`config.mk`:
```
export PLATFORM = sky130hd
export DESIGN_NAME = sysid_ext
export DESIGN_NICKNAME = d
export VERILOG_FILES = /design/src/rtl/sysid_ext.sv
export SDC_FILE = /design/constraint.sdc
export NUM_CORES = 1
export LEC_CHECK = 0
export CORE_ASPECT_RATIO = 0.8
export CORE_MARGIN = 2
export CORE_UTILIZATION = 35
export CTS_CLUSTER_SIZE = 12
export DETAILED_ROUTE_END_ITERATION = 16
export PLACE_DENSITY = 0.59
export SETUP_SLACK_MARGIN = 0.5
export SLEW_MARGIN = 20
export SYNTH_ARGS = -nofsm -noshare
export SYNTH_HDL_FRONTEND = slang
export SYNTH_SLANG_ARGS = --single-unit
```
`constraint.sdc`:
```
create_clock -name clock -period 3.5 [get_ports clock]
set_clock_uncertainty 0.15 [all_clocks]
set_input_delay 0.7 -clock clock [delete_from_list [all_inputs] [get_ports clock]]
set_output_delay 0.7 -clock clock [all_outputs]
set_load 0.1 [all_outputs]
```
`src/rtl/sysid_ext.sv`:
```
// sysid_ext: system-ID slave with version/caps words, uptime counter and scratch registers.
// Optional feature macro SYSID_EXT_UPTIME_EN builds the 64-bit uptime counter (addresses 4/5).
module sysid_ext #(
  parameter logic [31:0] SYSTEM_ID     = 32'h00000000,
  parameter logic [31:0] TIMESTAMP     = 32'd1319998626,
  parameter logic [31:0] VERSION       = 32'h00010000,
  parameter int unsigned READ_LATENCY  = 1,
  parameter int unsigned SCRATCH_COUNT = 2
) (
  input  logic        clock,
  input  logic        reset,
  input  logic [2:0]  address,
  input  logic        read,
  input  logic        write,
  input  logic [31:0] writedata,
  input  logic [3:0]  byteenable,
  output logic [31:0] readdata,
  output logic        readdatavalid
);

  typedef enum logic [2:0] {
    A_SYSID   = 3'd0,
    A_TSTAMP  = 3'd1,
    A_VERSION = 3'd2,
    A_CAPS    = 3'd3,
    A_UP_LO   = 3'd4,
    A_UP_HI   = 3'd5,
    A_SCR0    = 3'd6,
    A_SCR1    = 3'd7
  } addr_e;

`ifdef SYSID_EXT_UPTIME_EN
  localparam logic UPTIME_PRESENT = 1'b1;
`else
  localparam logic UPTIME_PRESENT = 1'b0;
`endif

  localparam logic [31:0] CAPS = {17'd0, 3'(READ_LATENCY), 3'd0, UPTIME_PRESENT,
                                  8'(SCRATCH_COUNT)};

  addr_e       addr;
  logic [31:0] rd_word;
  logic [31:0] up_lo;
  logic [31:0] up_hi;
  logic [31:0] scratch [2];
  logic [31:0] pipe_data [READ_LATENCY];
  logic [READ_LATENCY-1:0] pipe_vld;

  assign addr = addr_e'(address);

`ifdef SYSID_EXT_UPTIME_EN
  logic [63:0] uptime;
  logic [31:0] hi_snap;

  // A clear write wins over a concurrent UPTIME_LO snapshot, so hi_snap stays coherent at 0.
  always_ff @(posedge clock) begin
    if (reset) begin
      uptime  <= '0;
      hi_snap <= '0;
    end else if (write && addr == A_UP_LO && writedata[0]) begin
      uptime  <= '0;
      hi_snap <= '0;
    end else begin
      // NOTE: non-blocking so every register samples pre-edge values; hi_snap gets the
      // same counter value that the LO read returns this cycle.
      uptime <= uptime + 64'd1;
      if (read && addr == A_UP_LO) hi_snap <= uptime[63:32];
    end
  end

  assign up_lo = uptime[31:0];
  assign up_hi = hi_snap;
`else
  assign up_lo = '0;
  assign up_hi = '0;
`endif

  // Slots at or above SCRATCH_COUNT are never written and read back as 0.
  always_ff @(posedge clock) begin
    if (reset) begin
      // NOTE: the scratch array is architecturally cleared on reset, so it is built
      // from flops with reset rather than a RAM.
      for (int i = 0; i < 2; i++) scratch[i] <= '0;
    end else if (write && address[2:1] == 2'b11 && {31'd0, address[0]} < SCRATCH_COUNT) begin
      for (int b = 0; b < 4; b++) begin
        if (byteenable[b]) scratch[address[0]][8*b +: 8] <= writedata[8*b +: 8];
      end
    end
  end

  always_comb begin
    // NOTE: default first so no path leaves rd_word unassigned (no latch).
    rd_word = '0;
    case (addr)
      A_SYSID:   rd_word = SYSTEM_ID;
      A_TSTAMP:  rd_word = TIMESTAMP;
      A_VERSION: rd_word = VERSION;
      A_CAPS:    rd_word = CAPS;
      A_UP_LO:   rd_word = up_lo;
      A_UP_HI:   rd_word = up_hi;
      A_SCR0:    if (SCRATCH_COUNT > 0) rd_word = scratch[0];
      A_SCR1:    if (SCRATCH_COUNT > 1) rd_word = scratch[1];
    endcase
  end

  // Fixed-latency return pipe; idle stages carry 0 so readdata is 0 whenever not valid.
  always_ff @(posedge clock) begin
    if (reset) begin
      pipe_vld <= '0;
      for (int unsigned i = 0; i < READ_LATENCY; i++) pipe_data[i] <= '0;
    end else begin
      pipe_vld[0]  <= read;
      pipe_data[0] <= read ? rd_word : '0;
      for (int unsigned i = 1; i < READ_LATENCY; i++) begin
        pipe_vld[i]  <= pipe_vld[i-1];
        pipe_data[i] <= pipe_data[i-1];
      end
    end
  end

  assign readdata      = pipe_data[READ_LATENCY-1];
  assign readdatavalid = pipe_vld[READ_LATENCY-1];

endmodule

```
* Word-level counts from Yosys, hierarchy flattened *
Memory sizes are Yosys's and may differ from the RTL's.
Index checks and enable logic that the tools add are counted.

storage, ports and cells
  memories kept = 2
  flip-flop bits (word level) = 1
  latch bits = 0
  memory bits (read-only) = 0
  word-level logic and storage cells = 42
  RAM bits = 96

cells by class
  reduce and logical (&&, ||, !) cells = 5
  bitwise operators = 0
  multiply operators = 0
  muxes and demuxes = 26
  shifts and indexed selects = 0
  order comparisons = 0
  eq/ne operators = 8
  divide/modulo/power cells = 0
  add/sub/neg operators = 0

memories
  name       depth  width  rd ports  clocked after Yosys merged registers in  wr ports  line  RTL
  scratch    2      32     2         0                                        2         45    logic [31:0] scratch [2];
  pipe_data  1      32     1         0                                        1         46    logic [31:0] pipe_data [READ_LATENCY];

operators with widths
  operator                                                          number
  32-bit one-hot mux with 6 select lines                            1
  32-bit 2-to-1 mux                                                 3
  32-bit OR reduction                                               2
  1-bit 2-to-1 mux                                                  21
  3-bit == test (second input constant)                             4
  3-bit by 2-bit == test with 1-bit output (second input constant)  2
  4-bit 2-to-1 mux                                                  1
  3-bit by 1-bit == test with 1-bit output (second input constant)  1
  3-bit logical NOT                                                 1
  3-bit OR reduction                                                1
  2-bit == test (second input constant)                             1
  1-bit logical AND                                                 1

* Depth between registers and ports, before layout *
Gate-level depths: netlist of run 1.

  word-level depth = 7
  depth in mapped cells = 6
  gate-level depth less buffers = 4

* Least setup slack after synthesis of run 1 *
Ideal clock, no wire load.

  path type = input -> register
  start point = input address[0]
  end point = memory scratch[0][0] (enable)
  arrival time = 1.531 ns
  path buffers = 1
  setup slack = 1.510 ns
  cell stages on the path = 4
  data required time = 3.041 ns
  path through = buf_2 nand2b_1 nor2_1 or2_2

RTL lines
  element             line  RTL
  start: declaration  12    input logic [2:0] address,
  end: declaration    45

* Final worst setup path of run 1 *
  start point = memory pipe_data[0][6]
  end point = output readdata[6]

on the way
  word-level cells in the longest chain between the ends = 1

ends and longest elaborated chain
  element                 line  RTL
  start: declaration      46
  memory read 1 x 32 bit  -
  end: declaration        17    output logic [31:0] readdata,

No other way between the ends.

==> results of run 1 <==
[through the flow]
| step | utilization (%) | worst slack, ns | cells |
|---|---|---|---|
| after floorplan | - | 1.51 | 282 |
| after global placement | 44.1 | 0.719 | 489 |
| after detailed placement | 44.1 | 0.641 | 489 |
| after CTS | 46.8 | 0.858 | 505 |
| after global routing | 46.8 | 0.805 | 505 |
| final | 46.8 | 0.871 | 505 |
[cells by family after synthesis]
family / synth area share, %
buffers and inverters: 1.70
flip-flops: 68.7
AO/OA/AOI/OAI: 2.76
AND/OR/NAND/NOR: 18.7
multiplexers: 8.12
[registers in the layout, summed over array words and instances (netlist names)]
| signal | cells |
|---|---|
| scratch | 64 |
| readdatavalid | 1 |
| pipe_data | 32 |
[placed cells by master, fill, tap and decap left out, drive strengths merged, types with 3 or more instances in the layout]
master / netlist / routed
a21oi: 12 / 12
and2: 65 / 65
buf: 9 / 35
clkbuf: 3 / 10
clkdlybuf4s50: 0 / 44
clkinvlp: 0 / 3
dfxtp: 33 / 33
edfxtp: 64 / 64
mux2: 12 / 12
mux2i: 17 / 17
nand4b: 4 / 4
nor2: 40 / 40
or2: 8 / 8
[tightest hold or removal path: cells and delay by family (launching register included)]
family,cells,cell delay (ns)
AND/OR/NAND/NOR,1,0.07
multiplexers,1,0.06
flip-flops,1,0.32
[area by class of cell]
type / instances / area (um^2) / share of cell area (%)
clock inverters: 6 / 43.8 / 0.903
clock buffers: 10 / 229 / 4.72
well taps: 140 / 175 / 3.61
multi-input cells: 172 / 1110 / 22.9
repair buffers: 79 / 701 / 14.5
flip-flops and latches: 97 / 2580 / 53.3
inverters: 1 / 3.75 / 0.0774
[worst min path at each step]
stage,startpoint,endpoint,slack (ns),cells past startpoint
3_5_place_dp,scratch[0][8]$_SDFFCE_PN0P_,pipe_data[0][8]$_SDFF_PP0_,0.32,2
5_1_grt,scratch[0][8]$_SDFFCE_PN0P_,pipe_data[0][8]$_SDFF_PP0_,0.35,2
2_1_floorplan,scratch[0][0]$_SDFFCE_PN0P_,pipe_data[0][0]$_SDFF_PP0_,0.30,2
3_3_place_gp,scratch[1][2]$_SDFFCE_PN0P_,pipe_data[0][2]$_SDFF_PP0_,0.32,2
4_1_cts,scratch[0][8]$_SDFFCE_PN0P_,pipe_data[0][8]$_SDFF_PP0_,0.33,2
6_report,scratch[0][8]$_SDFFCE_PN0P_,pipe_data[0][8]$_SDFF_PP0_,0.33,2
[power by group]
group	switching, W	total, W	internal (W)
clock network	0.000418	0.000901	0.000483
registers	0.0000153	0.00129	0.00127
logic	0.000148	0.000242	0.0000937
[per-layer routing]
layer | vias to the layer above | routed length, um | global-route usage, %
met2 | 45 | 3570 | 22.1
met1 | 1024 | 3460 | 18.4
met5 | - | 0 | 0
li1 | 1126 | - | -
met3 | 13 | 266 | 3.54
met4 | 0 | 129 | 4.89
==> impl_metrics.yaml, run 1 <==
run_status:
  status: "complete, no violations"
synthesis:
  netlist_area_mm2: 0.00376
  synth_warnings: 0
  synth_cells: 282
  yosys.area.top_type: "edfxtp_1"
  synth.most_common_cell: "and2_1"
  synth_area_per_cell_um2: 13.3
  synth_edf_count: 64
  synth-main-ff-cell: "edfxtp_1"
  synth_async_sr_flop_share_pct: 0
  synth_fp_nets: 325
  ys_types: 25
  ys_ff_latch: 97
  synth_top_cells_by_count: "and2_1, edfxtp_1, nor2_1"
  yosysSeqAreaShare_pct: 68.7
  synth_top_area_share_pct: 51.1
  yosys-top-cells-area: "edfxtp_1, dfxtp_1, and2_1"
cells_and_area:
  drive_gt1_share_pct: 20.0
  areaGrowthSynthToFinish_pct: 29.0
  finish.instance_area_mm2: 0.00485
  finalNetCount: 403
  diodes: 0
  nFillCells: 949
cts:
  clockBufferDepth: 2
  clkLatencyLatePin_ns: 0.34
  cts_root_buffer: "clkbuf_16"
  cts_resized: 0
  holdBufCountCts: 0
  numCtsBuffers: 9
  cts.clk_slew.worst_paths_ns: 0.07
  cts_tree: "yes"
  cts_setup_buffers: 0
  clock-sinks: 97
  cts_max_level: 3
worst_hold_path:
  hp-class: "reg -> reg"
detailed_routing:
  drc: 0
  vias_per_cell: 4.37
  routed_wl_um: 7430
  first_iter_violations: 79
  vias: 2208
  drtAntennaViolNets: 0
  dr.pass1.iters: 4
  avgRoutedWirePerCell_um: 14.7
critical_path:
  cp_num_cells: 1
  r2r-end: "pipe_data[0][21]$_SDFF_PP0_"
  end_kind: "primary output"
  worstPathArrival_ns: 1.78
  crit_start: "pipe_data[0][6]$_SDFF_PP0_"
  crit_family: "buffers and inverters"
  reg2reg_slack_ns: 2.37
  reg2regPathDepth: 3
  cp_cell_sequence: "clkdlybuf4s50_1"
  crit_buf_inv: 1
  critical_path_class: "reg -> out"
  reg2reg_from: "scratch[1][21]$_SDFFCE_PN0P_"
  crit_end: "readdata[6]"
  crit_path_start_kind: "flip-flop"
  worstPathMaxFanout: 1
  required_ns: 2.65
  cp_slowest_cell: "clkdlybuf4s50_1"
  max_stage_delay_ns: 1.12
place:
  hpwl_um: 5330
  gp_congestion: 0.763
  io_buffers: 75
  placed_area_mm2: 0.00457
timing:
  final.period_utilization_pct: 75.1
  finalHoldViolCount: 0
  rsz0062_at_grt: "no"
  fin_tns_setup_ns: 0
  fmax_ghz: 0.380
  whs_ns: 0.327
  fin_crit_ns: 2.63
  tightest_slew_ns: 0.970
  slew_headroom_pct: 35.1
  setup_viol: 0
  slew_violations: 0
global_route:
  antenna_found_initial: 0
  grt_max_degree: 25
  track_usage_pct: 13.9
  grt_pass1_vias: 2309
  grt_pass1_wl_um: 12100
  gr-total-overflow: 0
pwr:
  total_power_w: 0.00243
  powerDensity_mw_per_mm2: 501
  power.leakage_nw: 1.84
  ir_worst_vdd_v: 0.000253
floorplan:
  start_util_pct: 36.3
  die_y_um: 96.7
  die-area_mm2: 0.0116
  io_pins: 76
  die_x_um: 120
  rows: 33
  core_area_mm2: 0.0104
run:
  cap_viol_max_count: 0
No activity file was read; power rests on OpenSTA's default activity.
==> inputs of run 2 (changes only) <==
Settings changed: PLACE_DENSITY 0.59 to 0.61.
Clock period 3.5 ns to 2.2 ns, I/O delays scaled along.
==> run 2 against run 1 <==
  * Non-clock buffer count increased by 17
  * Register-to-register slack got worse by 1.3 ns
  * Worst setup slack got worse by 0.31 ns
  * Cell area increased by 4.8%
  * Critical endpoint is now pipe_data[0][21]$_SDFF_PP0_
  * Largest power group unchanged
  * Highest routed layer unchanged
==> impl_metrics.yaml, run 2 (same netlist as run 1, synthesis figures left out) <==
critical_path:
  critical_path_class: "in -> reg"
  worstPathMaxFanout: 6
  required_ns: 2.32
  worstPathArrival_ns: 1.76
  end_kind: "flip-flop"
  crit_path_start_kind: "primary input"
place:
  io_buffers: 75
  hpwl_um: 5220
  pre_cts_ws_ns: 0.00882
  gp_congestion: 0.741
  dp.cells: 506
timing:
  slew_headroom_pct: 80.9
  layout_setup_ws_ns: 0.557
  finalHoldViolCount: 0
  rsz0062_at_grt: "no"
  slew_violations: 0
  final.period_utilization_pct: 74.7
  fin_tns_setup_ns: 0
  fin_crit_ns: 1.64
  whs_ns: 0.318
  tightest_slew_ns: 0.286
  fmax_ghz: 0.609
  setup_viol: 0
worst_hold_path:
  hp-class: "in -> reg"
cts:
  cts_max_level: 3
  holdBufCountCts: 0
  clock-sinks: 97
  cts.clk_slew.worst_paths_ns: 0.06
  cts_tree: "yes"
  cts_setup_buffers: 0
  cts_root_buffer: "clkbuf_16"
  numCtsBuffers: 9
  clkLatencyLatePin_ns: 0.34
  clockBufferDepth: 2
detailed_routing:
  drtAntennaViolNets: 0
  wl_met1_um: 3450
  met3RoutedLength_um: 288
  dr.pass1.iters: 4
  drc: 0
  first_iter_violations: 114
  met2_length_um: 3610
  vias: 2319
  routed_wl_um: 7460
  avgRoutedWirePerCell_um: 14.3
  vias_per_cell: 4.45
  highest_layer: "met4"
global_route:
  antenna_found_initial: 0
  gr-total-overflow: 0
  grt_max_degree: 18
  grt_pass1_wl_um: 11900
  grt_pass1_vias: 2400
  track_usage_pct: 13.7
cells_and_area:
  largest_reg_flops: 64
  areaGrowthSynthToFinish_pct: 35.2
  diodes: 0
  finalNetCount: 420
  layout_commonest_cell: "and2_1"
  drive_gt1_share_pct: 24.7
  top_register: "scratch"
  mostFrequentLayoutCells: "and2_1, edfxtp_1, buf_4"
  final-instance-count-excl-fill: 521
pwr:
  power.leakage_nw: 2.00
  ir_worst_vdd_v: 0.000528
  powerDensity_mw_per_mm2: 843
  total_power_w: 0.00428
floorplan:
  die_x_um: 120
  rows: 33
  die-area_mm2: 0.0116
  io_pins: 76
  core_area_mm2: 0.0104
  die_y_um: 96.7
  start_util_pct: 36.3
run:
  cap_viol_max_count: 0
run_status:
  status: "complete, no violations"
-- run 2: cell types whose count changed in the layout (fill, tap and decap cells not counted), sizes merged --
cell	change
clkdlybuf4s50	-5
inv	-1
clkbuf	+1
dlygate4sd2	+2
bufinv	+3
clkinv	-2
buf	+20
clkinvlp	-2
-- run 2: path summary, 6_finish.rpt --
| path | from | endpoint | slack, ns | depth (start not counted) |
|---|---|---|---|---|
| setup / recovery | address[2] | pipe_data[0][21]$_SDFF_PP0_ | 0.56 | 6 |
| hold / removal | address[0] | pipe_data[0][12]$_SDFF_PP0_ | 0.32 | 3 |
| setup reg to reg | scratch[1][21]$_SDFFCE_PN0P_ | pipe_data[0][21]$_SDFF_PP0_ | 1.09 | 3 |
| hold reg to reg | scratch[0][22]$_SDFFCE_PN0P_ | pipe_data[0][22]$_SDFF_PP0_ | 0.33 | 2 |
-- run 2: cell type report --
cell class	instances	area, um^2
clock buffers	11	264
clock inverters	4	97.6
fillers	952	5280
inverters	1	3.75
multi-input cells	172	1140
flip-flops and latches	97	2580
well taps	140	175
repair buffers	96	818
-- run 2: per-stage QoR --
stage	instance area [um^2]	util, %
floorplan	3760	-
global placement	4690	45.3
detailed placement	4690	45.3
CTS	5070	48.9
global route	5080	49.0
finish	5080	49.0
-- run 2: routing by layer --
layer	up-vias	track usage [%]
met1	1090	17.3
met2	56	22.3
li1	1162	-
met5	-	0
met4	0	4.89
met3	11	4.36
-- run 2: what timing repair did --
item                                    CTS  global route
endpoints found under the hold margin     0             0
gates resized for setup                   7             3
endpoints found under the setup margin   83            17
cloned                                    0             0
-- run 2: power breakdown --
part           switching, W  leakage (nW)  internal [W]  total, W
Sequential        0.0000225         0.878       0.00202   0.00204
Combinational      0.000239         0.950      0.000164  0.000403
Clock              0.000631         0.173       0.00120   0.00183
Total              0.000892          2.00       0.00339   0.00428
-- run 2: worst max-delay path, cell delays in order --
cell and delay [ns]:
clkdlybuf4s50_1 0.51, buf_4 0.16, and2_1 0.26, buf_4 0.20, a21oi_1 0.07, nor2_1 0.12
